===== config.mk =====
export PLATFORM = sky130hd
export DESIGN_NAME = vram_arbiter_flat
export DESIGN_NICKNAME = d
export VERILOG_FILES = /design/src/rtl/vram_arbiter_if.sv /design/src/rtl/vram_arbiter.sv /design/src/flat_wrapper.sv
export SDC_FILE = /design/constraint.sdc
export NUM_CORES = 1
export LEC_CHECK = 0
export ABC_AREA = 1
export ABC_CLOCK_PERIOD_IN_PS = 1900
export CORE_AREA = 4 4 91 135
export DETAILED_ROUTE_END_ITERATION = 8
export DIE_AREA = 0 0 95 139
export PLACE_DENSITY = 0.87
export SLEW_MARGIN = 0
export SYNTH_ARGS = -nofsm -noshare
export SYNTH_HDL_FRONTEND = slang
export SYNTH_SLANG_ARGS = --single-unit

===== constraint.sdc =====
create_clock -name clk -period 1.9 [get_ports clk]
set_input_delay 0.57 -clock clk [delete_from_list [all_inputs] [get_ports clk]]
set_output_delay 0.57 -clock clk [all_outputs]
set_load 0.01 [all_outputs]

===== src/rtl/vram_arbiter_if.sv =====
// Requester, controller and status signals shared between the VRAM arbiter and its users.
interface vram_arbiter_if;
    localparam int unsigned ADDR_W = 23;
    localparam int unsigned DATA_W = 32;

    // SDRAM initialisation done
    logic                mem_enabled;

    // Renderer: 32-bit reads only
    logic                rend_req;
    logic [ADDR_W-1:0]   rend_addr;
    logic                rend_ack;
    logic                rend_rd_valid;

    // Command engine: 8/16/32-bit writes, reads
    logic                cmd_req;
    logic                cmd_wr;
    logic [1:0]          cmd_size;
    logic [ADDR_W-1:0]   cmd_addr;
    logic [DATA_W-1:0]   cmd_din;
    logic                cmd_ack;
    logic                cmd_rd_valid;

    // CPU port: byte accesses
    logic                cpu_req;
    logic                cpu_wr;
    logic [ADDR_W-1:0]   cpu_addr;
    logic [7:0]          cpu_din;
    logic                cpu_ack;
    logic                cpu_rd_valid;

    // Memory controller command side
    logic                mc_read;
    logic                mc_write;
    logic                mc_refresh;
    logic [ADDR_W-1:0]   mc_addr;
    logic [1:0]          mc_word_wr_size;
    logic [DATA_W-1:0]   mc_din;

    // Sticky refresh backlog flag
    logic                refresh_overrun;

    // Arbiter side
    modport slave (
        input  mem_enabled,
        input  rend_req, rend_addr,
        output rend_ack, rend_rd_valid,
        input  cmd_req, cmd_wr, cmd_size, cmd_addr, cmd_din,
        output cmd_ack, cmd_rd_valid,
        input  cpu_req, cpu_wr, cpu_addr, cpu_din,
        output cpu_ack, cpu_rd_valid,
        output mc_read, mc_write, mc_refresh, mc_addr, mc_word_wr_size, mc_din,
        output refresh_overrun
    );

    // Requester / controller side
    modport master (
        output mem_enabled,
        output rend_req, rend_addr,
        input  rend_ack, rend_rd_valid,
        output cmd_req, cmd_wr, cmd_size, cmd_addr, cmd_din,
        input  cmd_ack, cmd_rd_valid,
        output cpu_req, cpu_wr, cpu_addr, cpu_din,
        input  cpu_ack, cpu_rd_valid,
        input  mc_read, mc_write, mc_refresh, mc_addr, mc_word_wr_size, mc_din,
        input  refresh_overrun
    );
endinterface


===== src/rtl/vram_arbiter.sv =====
// VRAM arbiter: sole master of the SDRAM controller. Shares it between renderer,
// command engine and CPU port, injects periodic auto-refresh, and runs one
// operation per fixed-length slot with address/data held for the whole slot.
module vram_arbiter #(
    parameter int unsigned FREQ             = 54_000_000,
    parameter int unsigned SLOT_CYCLES      = 5,
    parameter int unsigned REFRESH_INTERVAL = 405
) (
    input  logic           clk,
    input  logic           resetn,
    vram_arbiter_if.slave  bus
);

    localparam int unsigned ADDR_W = 23;
    localparam int unsigned DATA_W = 32;
    localparam int unsigned CNT_W  = $clog2(SLOT_CYCLES);
    localparam int unsigned REF_W  = $clog2(REFRESH_INTERVAL + 1);

    localparam logic [1:0] SIZE_8  = 2'b00;
    localparam logic [1:0] SIZE_16 = 2'b01;
    localparam logic [1:0] SIZE_32 = 2'b10;

    // Reject configurations the slot sequencing cannot honour
    if (SLOT_CYCLES < 5 || FREQ == 0) begin : g_bad_params
        $error("vram_arbiter: SLOT_CYCLES must be >= 5 and FREQ nonzero");
    end

    typedef enum logic [1:0] {
        S_INIT,
        S_IDLE,
        S_ISSUE,
        S_WAIT
    } state_e;

    typedef enum logic [1:0] {
        OWN_REND,
        OWN_CMD,
        OWN_CPU,
        OWN_REF
    } owner_e;

    state_e              state;
    owner_e              owner;
    logic                slot_rd;
    logic [CNT_W-1:0]    cnt;
    logic                cmd_pri;
    logic [REF_W-1:0]    ref_cnt;
    logic                ref_pending;

    logic                grant_ref;
    logic                grant_rend;
    logic                grant_cmd;
    logic                grant_cpu;
    logic [1:0]          cmd_wr_size;
    logic [DATA_W-1:0]   cmd_wr_data;

    // Fixed priority: pending refresh, renderer, then cmd/cpu round-robin
    always_comb begin
        grant_ref  = 1'b0;
        grant_rend = 1'b0;
        grant_cmd  = 1'b0;
        grant_cpu  = 1'b0;
        if (ref_pending) begin
            grant_ref = 1'b1;
        end else if (bus.rend_req) begin
            grant_rend = 1'b1;
        end else if (bus.cmd_req && (cmd_pri || !bus.cpu_req)) begin
            grant_cmd = 1'b1;
        end else if (bus.cpu_req) begin
            grant_cpu = 1'b1;
        end
    end

    // Command-engine write width and lane replication
    always_comb begin
        cmd_wr_size = SIZE_32;
        cmd_wr_data = bus.cmd_din;
        case (bus.cmd_size)
            SIZE_8: begin
                cmd_wr_size = SIZE_8;
                cmd_wr_data = {4{bus.cmd_din[7:0]}};
            end
            SIZE_16: begin
                cmd_wr_size = SIZE_16;
                cmd_wr_data = {2{bus.cmd_din[15:0]}};
            end
            default: begin
                cmd_wr_size = SIZE_32;
                cmd_wr_data = bus.cmd_din;
            end
        endcase
    end

    // Refresh timer: runs once the SDRAM is up; backlog is flagged sticky
    always_ff @(posedge clk or negedge resetn) begin
        if (!resetn) begin
            ref_cnt             <= REF_W'(REFRESH_INTERVAL);
            ref_pending         <= 1'b0;
            bus.refresh_overrun <= 1'b0;
        end else if (state != S_INIT) begin
            if (ref_cnt == '0) begin
                ref_cnt     <= REF_W'(REFRESH_INTERVAL);
                ref_pending <= 1'b1;
                if (ref_pending) begin
                    bus.refresh_overrun <= 1'b1;
                end
            end else begin
                ref_cnt <= ref_cnt - REF_W'(1);
                if (state == S_ISSUE && owner == OWN_REF) begin
                    ref_pending <= 1'b0;
                end
            end
        end
    end

    // Slot sequencer: grant in IDLE, strobe in ISSUE, hold through WAIT
    always_ff @(posedge clk or negedge resetn) begin
        if (!resetn) begin
            state               <= S_INIT;
            owner               <= OWN_REND;
            slot_rd             <= 1'b0;
            cnt                 <= '0;
            cmd_pri             <= 1'b1;
            bus.rend_ack        <= 1'b0;
            bus.rend_rd_valid   <= 1'b0;
            bus.cmd_ack         <= 1'b0;
            bus.cmd_rd_valid    <= 1'b0;
            bus.cpu_ack         <= 1'b0;
            bus.cpu_rd_valid    <= 1'b0;
            bus.mc_read         <= 1'b0;
            bus.mc_write        <= 1'b0;
            bus.mc_refresh      <= 1'b0;
            bus.mc_addr         <= '0;
            bus.mc_word_wr_size <= SIZE_16;
            bus.mc_din          <= '0;
        end else begin
            bus.rend_ack      <= 1'b0;
            bus.rend_rd_valid <= 1'b0;
            bus.cmd_ack       <= 1'b0;
            bus.cmd_rd_valid  <= 1'b0;
            bus.cpu_ack       <= 1'b0;
            bus.cpu_rd_valid  <= 1'b0;
            bus.mc_read       <= 1'b0;
            bus.mc_write      <= 1'b0;
            bus.mc_refresh    <= 1'b0;

            case (state)
                S_INIT: begin
                    if (bus.mem_enabled) begin
                        state <= S_IDLE;
                    end
                end

                S_IDLE: begin
                    if (grant_ref) begin
                        owner               <= OWN_REF;
                        slot_rd             <= 1'b0;
                        bus.mc_word_wr_size <= SIZE_16;
                        state               <= S_ISSUE;
                    end else if (grant_rend) begin
                        owner               <= OWN_REND;
                        slot_rd             <= 1'b1;
                        bus.mc_addr         <= bus.rend_addr;
                        bus.mc_word_wr_size <= SIZE_16;
                        bus.rend_ack        <= 1'b1;
                        state               <= S_ISSUE;
                    end else if (grant_cmd) begin
                        owner               <= OWN_CMD;
                        slot_rd             <= !bus.cmd_wr;
                        bus.mc_addr         <= bus.cmd_addr;
                        bus.mc_word_wr_size <= bus.cmd_wr ? cmd_wr_size : SIZE_16;
                        bus.mc_din          <= cmd_wr_data;
                        bus.cmd_ack         <= 1'b1;
                        cmd_pri             <= 1'b0;
                        state               <= S_ISSUE;
                    end else if (grant_cpu) begin
                        owner               <= OWN_CPU;
                        slot_rd             <= !bus.cpu_wr;
                        bus.mc_addr         <= bus.cpu_addr;
                        bus.mc_word_wr_size <= bus.cpu_wr ? SIZE_8 : SIZE_16;
                        bus.mc_din          <= {4{bus.cpu_din}};
                        bus.cpu_ack         <= 1'b1;
                        cmd_pri             <= 1'b1;
                        state               <= S_ISSUE;
                    end
                end

                S_ISSUE: begin
                    if (owner == OWN_REF) begin
                        bus.mc_refresh <= 1'b1;
                    end else if (slot_rd) begin
                        bus.mc_read <= 1'b1;
                    end else begin
                        bus.mc_write <= 1'b1;
                    end
                    cnt   <= CNT_W'(SLOT_CYCLES - 2);
                    state <= S_WAIT;
                end

                S_WAIT: begin
                    if (cnt == '0) begin
                        state <= S_IDLE;
                        if (slot_rd) begin
                            case (owner)
                                OWN_REND: bus.rend_rd_valid <= 1'b1;
                                OWN_CMD:  bus.cmd_rd_valid  <= 1'b1;
                                OWN_CPU:  bus.cpu_rd_valid  <= 1'b1;
                                default:  ;
                            endcase
                        end
                    end else begin
                        cnt <= cnt - CNT_W'(1);
                    end
                end

                default: begin
                    state <= S_INIT;
                end
            endcase
        end
    end

endmodule


===== src/flat_wrapper.sv =====
// flat-port wrapper written by rule: the top's interface ports become plain ports
module vram_arbiter_flat 
#(
    parameter int unsigned FREQ             = 54_000_000,
    parameter int unsigned SLOT_CYCLES      = 5,
    parameter int unsigned REFRESH_INTERVAL = 405
)
  (clk, resetn, bus_mem_enabled, bus_rend_req, bus_rend_addr, bus_rend_ack, bus_rend_rd_valid, bus_cmd_req, bus_cmd_wr, bus_cmd_size, bus_cmd_addr, bus_cmd_din, bus_cmd_ack, bus_cmd_rd_valid, bus_cpu_req, bus_cpu_wr, bus_cpu_addr, bus_cpu_din, bus_cpu_ack, bus_cpu_rd_valid, bus_mc_read, bus_mc_write, bus_mc_refresh, bus_mc_addr, bus_mc_word_wr_size, bus_mc_din, bus_refresh_overrun);
  vram_arbiter_if bus_i ();
  input  logic clk;
  input  logic resetn;
  input wire logic [$bits(bus_i.mem_enabled)-1:0] bus_mem_enabled;
  input wire logic [$bits(bus_i.rend_req)-1:0] bus_rend_req;
  input wire logic [$bits(bus_i.rend_addr)-1:0] bus_rend_addr;
  output wire logic [$bits(bus_i.rend_ack)-1:0] bus_rend_ack;
  output wire logic [$bits(bus_i.rend_rd_valid)-1:0] bus_rend_rd_valid;
  input wire logic [$bits(bus_i.cmd_req)-1:0] bus_cmd_req;
  input wire logic [$bits(bus_i.cmd_wr)-1:0] bus_cmd_wr;
  input wire logic [$bits(bus_i.cmd_size)-1:0] bus_cmd_size;
  input wire logic [$bits(bus_i.cmd_addr)-1:0] bus_cmd_addr;
  input wire logic [$bits(bus_i.cmd_din)-1:0] bus_cmd_din;
  output wire logic [$bits(bus_i.cmd_ack)-1:0] bus_cmd_ack;
  output wire logic [$bits(bus_i.cmd_rd_valid)-1:0] bus_cmd_rd_valid;
  input wire logic [$bits(bus_i.cpu_req)-1:0] bus_cpu_req;
  input wire logic [$bits(bus_i.cpu_wr)-1:0] bus_cpu_wr;
  input wire logic [$bits(bus_i.cpu_addr)-1:0] bus_cpu_addr;
  input wire logic [$bits(bus_i.cpu_din)-1:0] bus_cpu_din;
  output wire logic [$bits(bus_i.cpu_ack)-1:0] bus_cpu_ack;
  output wire logic [$bits(bus_i.cpu_rd_valid)-1:0] bus_cpu_rd_valid;
  output wire logic [$bits(bus_i.mc_read)-1:0] bus_mc_read;
  output wire logic [$bits(bus_i.mc_write)-1:0] bus_mc_write;
  output wire logic [$bits(bus_i.mc_refresh)-1:0] bus_mc_refresh;
  output wire logic [$bits(bus_i.mc_addr)-1:0] bus_mc_addr;
  output wire logic [$bits(bus_i.mc_word_wr_size)-1:0] bus_mc_word_wr_size;
  output wire logic [$bits(bus_i.mc_din)-1:0] bus_mc_din;
  output wire logic [$bits(bus_i.refresh_overrun)-1:0] bus_refresh_overrun;
  assign bus_i.mem_enabled = bus_mem_enabled;
  assign bus_i.rend_req = bus_rend_req;
  assign bus_i.rend_addr = bus_rend_addr;
  assign bus_rend_ack = bus_i.rend_ack;
  assign bus_rend_rd_valid = bus_i.rend_rd_valid;
  assign bus_i.cmd_req = bus_cmd_req;
  assign bus_i.cmd_wr = bus_cmd_wr;
  assign bus_i.cmd_size = bus_cmd_size;
  assign bus_i.cmd_addr = bus_cmd_addr;
  assign bus_i.cmd_din = bus_cmd_din;
  assign bus_cmd_ack = bus_i.cmd_ack;
  assign bus_cmd_rd_valid = bus_i.cmd_rd_valid;
  assign bus_i.cpu_req = bus_cpu_req;
  assign bus_i.cpu_wr = bus_cpu_wr;
  assign bus_i.cpu_addr = bus_cpu_addr;
  assign bus_i.cpu_din = bus_cpu_din;
  assign bus_cpu_ack = bus_i.cpu_ack;
  assign bus_cpu_rd_valid = bus_i.cpu_rd_valid;
  assign bus_mc_read = bus_i.mc_read;
  assign bus_mc_write = bus_i.mc_write;
  assign bus_mc_refresh = bus_i.mc_refresh;
  assign bus_mc_addr = bus_i.mc_addr;
  assign bus_mc_word_wr_size = bus_i.mc_word_wr_size;
  assign bus_mc_din = bus_i.mc_din;
  assign bus_refresh_overrun = bus_i.refresh_overrun;
  vram_arbiter #(.FREQ(FREQ), .SLOT_CYCLES(SLOT_CYCLES), .REFRESH_INTERVAL(REFRESH_INTERVAL)) u_core (.clk(clk), .resetn(resetn), .bus(bus_i));
endmodule

==> run summary, run 1 <==
## Status
- **outcome** complete, no violations

## Finish
- **post-route cell area** 7410 µm²
- **total inserted antenna cells** 0
- **share of post-route cells with drive strength above 1** 10.8%
- **synth-to-layout area growth** 54.6%
- **net count of the finished layout** 985

## Power
- **Pwr Density** 1370 nW/µm²
- **relative contribution of the clock network to total power** 20.0%
- **cell-internal power** 6.40 mW
- **highest ir drop seen on vdd** 0.781 mV
- **switching power total** 3.78 mW
- **Flop pwr share** 31.5%
- **portion of total power attributed to combinational logic** 48.4%
- **net switching fraction of the power** 37.1%
- **static power due to leakage** 3.64 nW

## STA
- **Max-Slew Margin vs Limit** 71.7%
- **Final setup viols** 0
- **fraction of the cycle the final worst path needs** 98.2%
- **number of hold-slack violations in the final timing report** 0
- **Post-Route Hold Slack** 37.1 ps
- **achievable clock frequency** 536 MHz
- **minimum clock period** 1870 ps
- **Tightest Pin Transition** 424 ps
- **RSZ-0062 raised after global routing** false
- **Final Max Tran Viols** 0
- **worst clock skew on the final layout** 7.00 ps

## Critical path
- **arrival time reported for the critical path endpoint** 1300 ps
- **WP buf/inv** 1
- **Setup crit end kind** output pin
- **slowest cell on the critical path** clkdlybuf4s50_1
- **delay contributed by the slowest stage of the critical path** 570 ps
- **biggest fanout along the worst timing path** 2
- **family with the most delay on the worst path** buffers and inverters
- **startpoint class of the critical path** flop
- **required time at the endpoint of the critical path** 1330 ps
- **sequence of cells on the critical path** clkdlybuf4s50_1
- **worst setup path class** flop to output pin

## Die
- **die boundary width** 95 µm
- **Vert. Die Dim** 139 µm
- **die area** 13200 µm²
- **Row Count** 47
- **initial core utilization** 43.3%
- **area of the core** 11100 µm²
- **top-level I/O count** 186

## Min path
- **type of the worst min-delay path** primary input to async pin

## Synthesis
- **number of flops mapped to enable cells by yosys** 0
- **library cell with the largest summed area after synthesis** dfrtp_1
- **post-synthesis sequential element count** 86
- **Syn Inst Count** 658
- **top cells by instance count after synthesis** 274 x nand2_1, 91 x nand3_1, 79 x dfrtp_1
- **most repeated cell in the gate-level netlist after synthesis** nand2_1
- **async set-reset flop share out of synthesis** 100%
- **part of the Yosys area used for sequential elements** 45.1%
- **per-instance average area after synthesis** 7.28 µm²
- **fraction of post-synthesis cell area in the top cell type by area** 41.3%
- **Net Count, Synth** 785
- **dominant cells by area after synthesis** dfrtp_1 41%, nand2_1 21%, nand3_1 9.5%
- **leading register cell type out of synthesis** dfrtp_1
- **area of the mapped netlist** 4790 µm²
- **number of distinct library cell variants in the gate-level netlist after synthesis** 33
- **Yosys warnings** 0

## Placement
- **port bufs** 185
- **detailed placement HPWL** 12100 µm
- **final weighted congestion of routability-driven global placement** 0.891
- **area post-placement** 7060 µm²

## Clock network
- **total number of H-tree levels** 3
- **total CTS buffers** 9
- **later-pin clock latency in the skew report** 340 ps
- **clock tree from TritonCTS** done
- **count of clock tree sinks** 86
- **root buffer selected by CTS** clkbuf_16
- **clock buffer depth** 2
- **setup bufs post-CTS** 0
- **clock-pin slew of the registers on the worst-case setup and hold paths** 60 ps

## Routing
- **per-cell routed wire length** 15.5 µm
- **routed vias/inst** 5.19
- **sum of routed wire length over all layers** 15700 µm
- **via count** 5245
- **post-route DRC violation count** 0
- **residual antenna-violating net count after detailed routing** 0
- **detailed router's first-iteration violation count** 312
- **drt first pass iters** 5

## GRT
- **wire length of the first global-routing pass** 25400 µm
- **maximum number of pins on one net before global-route repair** 51
- **via count of the first global-routing pass** 5246
- **total global routing track utilization** 24.5%
- **initial antenna violation count** 0
- **grt ovf** 0

## Run
- **max-capacitance violation count** 0

power by group through the flow:
stage                     clock network [mW]  registers (mW)  logic [mW]
after global placement                     0            3.21        4.81
after floorplan                            0            3.42        2.25
after CTS                               2.08            3.21        4.97
final                                   2.04            3.21        4.93
after detailed placement                   0            3.22        4.97
after global routing                    2.18            3.31        5.47
per-layer routing:
metal | part of all wire [%] | vias up | global-route usage, %
li1 | - | 2518 | -
met2 | 50 | 255 | 42.9
met4 | 3.8 | 0 | 10.3
met3 | 9.6 | 49 | 6.89
met5 | 0 | - | 0
met1 | 36 | 2423 | 27.1
layout by cell type (no fill, tap or decap), types with 3 or more instances in the layout:
cell type and instances:
nor3_1 4, nand2_1 274, nand3_1 91, clkbuf_16 9
dfstp_2 7, nand2_2 3, nor2_1 15, nand4_1 23
bufinv_16 3, o21ai_0 33, a21oi_1 4, or2_2 14
ha_1 7, buf_12 9, or2_0 10, buf_4 32
dfrtp_1 79, inv_1 34, inv_2 6, clkdlybuf4s50_1 182
registers in the layout, summed over array words and instances (netlist names), 2 cells and up:
| name | cells |
|---|---|
| u_core.cnt | 3 |
| u_core.ref_cnt | 9 |
| u_core.bus.mc_din | 32 |
| u_core.state | 2 |
| u_core.bus.mc_addr | 23 |
| u_core.bus.mc_word_wr_size | 2 |
| u_core.owner | 2 |
logic make-up after synthesis:
family / Yosys count / share of synthesized area (%)
buf+inv: 76 / 6.84
flops: 86 / 45.1
fa+ha+maj: 8 / 2.09
compound gates: 44 / 4.99
simple gates: 441 / 40.4
xor+xnor: 3 / 0.549
stage by stage:
stage / power (mW) / setup WS, ps / setup TNS [ps] / utilization [%] / cells
CTS: 10.3 / 19.3 / 0 / 67.0 / 1010
detailed placement: 8.19 / -248 / -12600 / 63.8 / 994
floorplan: 5.67 / 275 / 0 / - / 658
global route: 11.0 / 1.32 / 0 / 67.0 / 1010
finish: 10.2 / 34.2 / 0 / 67.0 / 1010
global placement: 8.02 / -202 / -8720 / 63.8 / 994
repair_timing:
action / 4_1_cts / 5_1_grt
hold buffers: 0 / 0
cloned: 0 / 0
resized for setup: 2 / 2
endpoints found under the setup margin: 2 / 19
path summary, 6_finish.rpt:
| kind | depth (start not counted) | slack, ps | to | startpoint |
|---|---|---|---|---|
| worst min-delay path | 1 | 40 | u_core.bus.mc_din[2]$_DFFE_PN0P_ | resetn |
| max in group asynchronous | 2 | 1340 | u_core.bus.mc_word_wr_size[0]$_DFFE_PN1P_ | resetn |
| worst min register to register | 2 | 470 | u_core.bus.mc_din[7]$_DFFE_PN0P_ | u_core.bus.mc_din[7]$_DFFE_PN0P_ |
| worst max register to register | 10 | 160 | u_core.bus.mc_addr[15]$_DFFE_PN0P_ | u_core.state[1]$_DFFE_PN0P_ |
| worst max-delay path | 1 | 30 | bus_mc_din[23] | u_core.bus.mc_din[23]$_DFFE_PN0P_ |
| min in group clk | 2 | 470 | u_core.bus.mc_din[7]$_DFFE_PN0P_ | u_core.bus.mc_din[7]$_DFFE_PN0P_ |
layout make-up:
class	count	area, µm²
fillers	907	3650
multi-input cells	496	2310
inverters	40	150
clock buffers	9	225
repair buffers	225	2260
well taps	147	184
clock inverters	7	121
flip-flops and latches	86	2160
(Power assumes the default switching activity.)
==> run 2: changes to the inputs <==
CAP_MARGIN = 25   (was not set)
CORE_AREA = 4 4 79 118   (was 4 4 91 135)
CTS_BUF_LIST = sky130_fd_sc_hd__clkbuf_2   (was not set)
DIE_AREA = 0 0 83 122   (was 0 0 95 139)
DONT_BUFFER_PORTS = 1   (was not set)
PLACE_DENSITY = 0.81   (was 0.87)
==> run summary, run 2 (synthesis results as in run 1) <==
## STA
- **Final setup viols** 0
- **Tightest Pin Transition** 621 ps
- **RSZ-0062 raised after global routing** false
- **TNS Setup** 0 ps
- **achievable clock frequency** 566 MHz
- **Final Worst Setup Slack** 134 ps
- **Final Max Tran Viols** 0
- **minimum clock period** 1770 ps
- **fraction of the cycle the final worst path needs** 93.0%
- **Post-Route Hold Slack** -313 ps
- **number of hold-slack violations in the final timing report** 86
- **Max-Slew Margin vs Limit** 58.6%
- **worst clock skew on the final layout** 17.6 ps

## Placement
- **area post-placement** 4830 µm²
- **port bufs** 0
- **detailed placement HPWL** 9990 µm
- **worst setup timing slack at the placement stage** 7.29 ps
- **final weighted congestion of routability-driven global placement** 0.964
- **number of placed instances, taps included** 740

## Finish
- **post-route cell area** 5030 µm²
- **max reg flops** 32
- **total inserted antenna cells** 0
- **Filler Cell Count** 745
- **area used by sequential logic in the layout** 2160 µm²
- **top library cells by usage in the layout, fill and taps aside** 274 x nand2_1, 90 x nand3_1, 78 x dfrtp_1, 34 x inv_1, 33 x o21ai_0
- **net count of the finished layout** 771
- **leading registers by flop count** u_core.bus.mc_din: 32 flops, u_core.bus.mc_addr: 23 flops, u_core.ref_cnt: 9 flops
- **final cell count without fillers** 756
- **most common cell after layout, fill and taps aside** nand2_1
- **Most flops, register** u_core.bus.mc_din
- **multi-input combinational cell area** 2340 µm²
- **share of post-route cells with drive strength above 1** 10.0%
- **synth-to-layout area growth** 5.04%

## Routing
- **detailed router's first-iteration violation count** 243
- **sum of routed wire length over all layers** 13500 µm
- **drt first pass iters** 7
- **per-cell routed wire length** 17.8 µm
- **routed vias/inst** 5.88
- **post-route DRC violation count** 0
- **residual antenna-violating net count after detailed routing** 0
- **via count** 4442

## Clock network
- **root buffer selected by CTS** clkbuf_2
- **total number of H-tree levels** 3
- **count of clock tree sinks** 86
- **clock buffer depth** 2
- **clock-pin slew of the registers on the worst-case setup and hold paths** 230 ps
- **setup bufs post-CTS** 0
- **later-pin clock latency in the skew report** 530 ps
- **clock tree from TritonCTS** done
- **total CTS buffers** 9

## GRT
- **maximum number of pins on one net before global-route repair** 87
- **via count of the first global-routing pass** 4524
- **grt ovf** 0
- **initial antenna violation count** 0
- **wire length of the first global-routing pass** 21700 µm
- **total global routing track utilization** 26.9%

## Critical path
- **family with the most delay on the worst path** simple AND/OR/NAND/NOR gates
- **arrival time reported for the critical path endpoint** 2200 ps
- **WP buf/inv** 4
- **Setup crit end kind** flop
- **R2R depth** 10
- **sequence of cells on the critical path** inv_1, ha_4, inv_2, nor2_1, nand2_2, nand2_2, inv_2, buf_4, nand2_1, nand2_1
- **worst setup path class** flop to flop
- **required time at the endpoint of the critical path** 2340 ps
- **slowest cell on the critical path** dfrtp_1
- **delay contributed by the slowest stage of the critical path** 470 ps
- **startpoint class of the critical path** flop
- **Critical Path Stages** 10
- **biggest fanout along the worst timing path** 33

## Die
- **Row Count** 41
- **Vert. Die Dim** 122 µm
- **area of the core** 8310 µm²
- **initial core utilization** 57.6%
- **top-level I/O count** 186
- **die area** 10100 µm²
- **die boundary width** 83 µm

## Power
- **static power due to leakage** 2.67 nW
- **Pwr Density** 1510 nW/µm²
- **highest ir drop seen on vdd** 0.928 mV

## Min path
- **type of the worst min-delay path** primary input to async pin

## Run
- **max-capacitance violation count** 0

## Status
- **outcome** complete, but fails checks
- **violations in the final reports** hold timing

run 2: changes by cell type in the layout (fill, tap and decap cells not counted), moves of 2 or more:
cell             before  now
clkinv_4              2    0
nand3_4               0    2
clkbuf_2              0    9
clkbuf_16             9    0
buf_4                32   10
clkinv_2              1    3
dlygate4sd2_1         2    0
clkdlybuf4s50_1     182    0
buf_12                9    0
run 2: area by class of cell:
type / count / area share (%)
timing repair buffer: 11 / 1.72
inverter: 40 / 2.98
clock inverter: 7 / 2.24
sequential: 86 / 43.0
tap: 107 / 2.66
clock buffer: 9 / 0.895
multi-input combinational: 496 / 46.5
run 2: worst paths after layout:
kind / startpoint / endpoint / slack, ps
max: u_core.state[1]$_DFFE_PN0P_ / u_core.bus.mc_din[27]$_DFFE_PN0P_ / 130
min: resetn / u_core.bus.mc_din[31]$_DFFE_PN0P_ / -310
max reg2reg: u_core.state[1]$_DFFE_PN0P_ / u_core.bus.mc_din[27]$_DFFE_PN0P_ / 130
min reg2reg: u_core.ref_cnt[2]$_DFFE_PN1P_ / u_core.ref_cnt[2]$_DFFE_PN1P_ / 500
max in group asynchronous: resetn / u_core.ref_cnt[7]$_DFFE_PN1P_ / 2000
min in group clk: bus_cmd_wr / u_core.bus.mc_word_wr_size[1]$_DFFE_PN0P_ / 150
run 2: what timing repair did:
action,4_1_cts,5_1_grt
hold endpoints to repair,86,86
gates resized for setup,0,9
endpoints found under the setup margin,0,67
run 2: per-layer routing:
| layer | vias up | wire (µm) | GRT usage, % |
|---|---|---|---|
| li1 | 2087 | - | - |
| met1 | 2061 | 4650 | 28.8 |
| met3 | 32 | 1460 | 7.17 |
| met5 | - | 0 | 0 |
| met4 | 0 | 397 | 13.1 |
| met2 | 262 | 6960 | 49.0 |
run 2: through the flow:
stage | util (%) | power [mW]
floorplan | - | 5.67
global placement | 58.1 | 6.19
detailed placement | 58.1 | 6.38
CTS | 60.0 | 7.57
global route | 60.5 | 8.23
finish | 60.5 | 7.60
run 2: where the power goes:
| group | switching, mW | internal, mW | leakage (nW) | total [mW] |
|---|---|---|---|---|
| sequential | 0.931 | 2.69 | 1.07 | 3.62 |
| combinational | 1.78 | 1.02 | 1.51 | 2.80 |
| clock | 0.623 | 0.559 | 0.0917 | 1.18 |
| total | 3.34 | 4.26 | 2.67 | 7.60 |
==> run 3: changes to the inputs <==
CORE_AREA = 2 2 77 116   (was 4 4 79 118)
DIE_AREA = 0 0 79 118   (was 0 0 83 122)
==> run summary, run 3 (synthesis results as in run 1) <==
## STA
- **Post-Route Hold Slack** -361 ps
- **Final setup viols** 0
- **TNS Setup** 0 ps
- **Final Max Tran Viols** 0
- **RSZ-0062 raised after global routing** false
- **fraction of the cycle the final worst path needs** 91.5%
- **minimum clock period** 1740 ps
- **number of hold-slack violations in the final timing report** 86
- **worst clock skew on the final layout** 25.7 ps
- **achievable clock frequency** 576 MHz
- **Max-Slew Margin vs Limit** 58.8%
- **Tightest Pin Transition** 618 ps

## Routing
- **sum of routed wire length over all layers** 12800 µm
- **per-cell routed wire length** 16.9 µm
- **residual antenna-violating net count after detailed routing** 0
- **routed vias/inst** 5.84
- **drt first pass iters** 5
- **detailed router's first-iteration violation count** 263
- **via count** 4424
- **post-route DRC violation count** 0

## Placement
- **detailed placement HPWL** 9570 µm
- **final weighted congestion of routability-driven global placement** 0.859
- **port bufs** 0

## Critical path
- **startpoint class of the critical path** flop
- **worst setup path class** flop to output pin
- **arrival time reported for the critical path endpoint** 1170 ps
- **required time at the endpoint of the critical path** 1330 ps
- **Setup crit end kind** output pin
- **biggest fanout along the worst timing path** 2

## Die
- **area of the core** 8310 µm²
- **initial core utilization** 57.6%
- **Row Count** 41
- **Vert. Die Dim** 118 µm
- **die boundary width** 79 µm
- **top-level I/O count** 186
- **die area** 9320 µm²

## Power
- **Pwr Density** 1450 nW/µm²
- **highest ir drop seen on vdd** 0.666 mV
- **static power due to leakage** 2.63 nW

## Finish
- **Filler Cell Count** 771
- **Most flops, register** u_core.bus.mc_din
- **synth-to-layout area growth** 3.53%
- **top library cells by usage in the layout, fill and taps aside** 274 x nand2_1, 91 x nand3_1, 78 x dfrtp_1, 34 x inv_1, 33 x o21ai_0
- **most common cell after layout, fill and taps aside** nand2_1
- **total inserted antenna cells** 0
- **max reg flops** 32
- **share of post-route cells with drive strength above 1** 10.1%
- **leading registers by flop count** u_core.bus.mc_din: 32 flops, u_core.bus.mc_addr: 23 flops, u_core.ref_cnt: 9 flops
- **net count of the finished layout** 773

## GRT
- **wire length of the first global-routing pass** 20500 µm
- **total global routing track utilization** 28.1%
- **via count of the first global-routing pass** 4350
- **grt ovf** 0
- **maximum number of pins on one net before global-route repair** 87
- **initial antenna violation count** 0

## Clock network
- **count of clock tree sinks** 86
- **later-pin clock latency in the skew report** 570 ps
- **root buffer selected by CTS** clkbuf_2
- **clock tree from TritonCTS** done
- **total CTS buffers** 9
- **clock-pin slew of the registers on the worst-case setup and hold paths** 260 ps
- **clock buffer depth** 2
- **total number of H-tree levels** 3

## Min path
- **type of the worst min-delay path** primary input to async pin

## Status
- **violations in the final reports** hold timing
- **outcome** complete, but fails checks

## Run
- **max-capacitance violation count** 0

run 3: changes by cell type in the layout (fill, tap and decap cells not counted), sizes merged:
cell,previous run,this run
bufinv,3,0
buf,11,13
clkinvlp,1,3
clkinv,3,4
run 3: report_power, final:
| part | internal, mW | switching (mW) |
|---|---|---|
| registers | 2.68 | 0.903 |
| logic | 1.04 | 1.75 |
| clock network | 0.159 | 0.657 |
| total | 3.88 | 3.31 |
run 3: stage by stage:
step	util, %	instances	cell area (µm²)	setup WS, ps	total power, mW
finish	59.7	758	4960	162	7.19
global route	59.7	758	4960	64.4	7.77
CTS	59.4	757	4930	31.2	7.16
detailed placement	58.3	741	4850	70.4	6.37
global placement	58.3	741	4850	94.3	6.20
floorplan	-	658	4790	275	5.67
run 3: final timing paths:
kind,startpoint,endpoint,cells past startpoint,slack [ps]
max,u_core.bus.mc_word_wr_size[0]$_DFFE_PN1P_,bus_mc_word_wr_size[0],0,160
min,resetn,u_core.bus.mc_din[14]$_DFFE_PN0P_,0,-360
max reg2reg,u_core.state[0]$_DFFE_PN0P_,u_core.ref_cnt[5]$_DFFE_PN0P_,7,230
min reg2reg,u_core.ref_cnt[2]$_DFFE_PN1P_,u_core.ref_cnt[2]$_DFFE_PN1P_,2,490
max in group asynchronous,resetn,u_core.ref_cnt[4]$_DFFE_PN1P_,0,2010
min in group clk,bus_cmd_wr,u_core.bus.mc_word_wr_size[1]$_DFFE_PN0P_,2,130
run 3: per-layer routing:
metal | vias up | global-route usage [%] | wire (µm)
met5 | - | 0 | 0
met3 | 43 | 7.59 | 1270
met2 | 242 | 48.2 | 6470
met1 | 2050 | 30.9 | 4530
met4 | 0 | 15.4 | 561
li1 | 2089 | - | -
run 3: cell type report:
cell class	count	area, µm²	area share (%)
clock buffer	9	45.0	0.908
clock inverter	7	41.3	0.833
inverter	40	150	3.03
multi-input combinational	496	2320	46.7
sequential	86	2160	43.6
tap	107	134	2.70
timing repair buffer	13	110	2.22
run 3: timing repair:
action                     CTS  global route
setup buffers                0             1
hold endpoints to repair    86            86
setup endpoints to repair    0            61
resized for setup            0             5
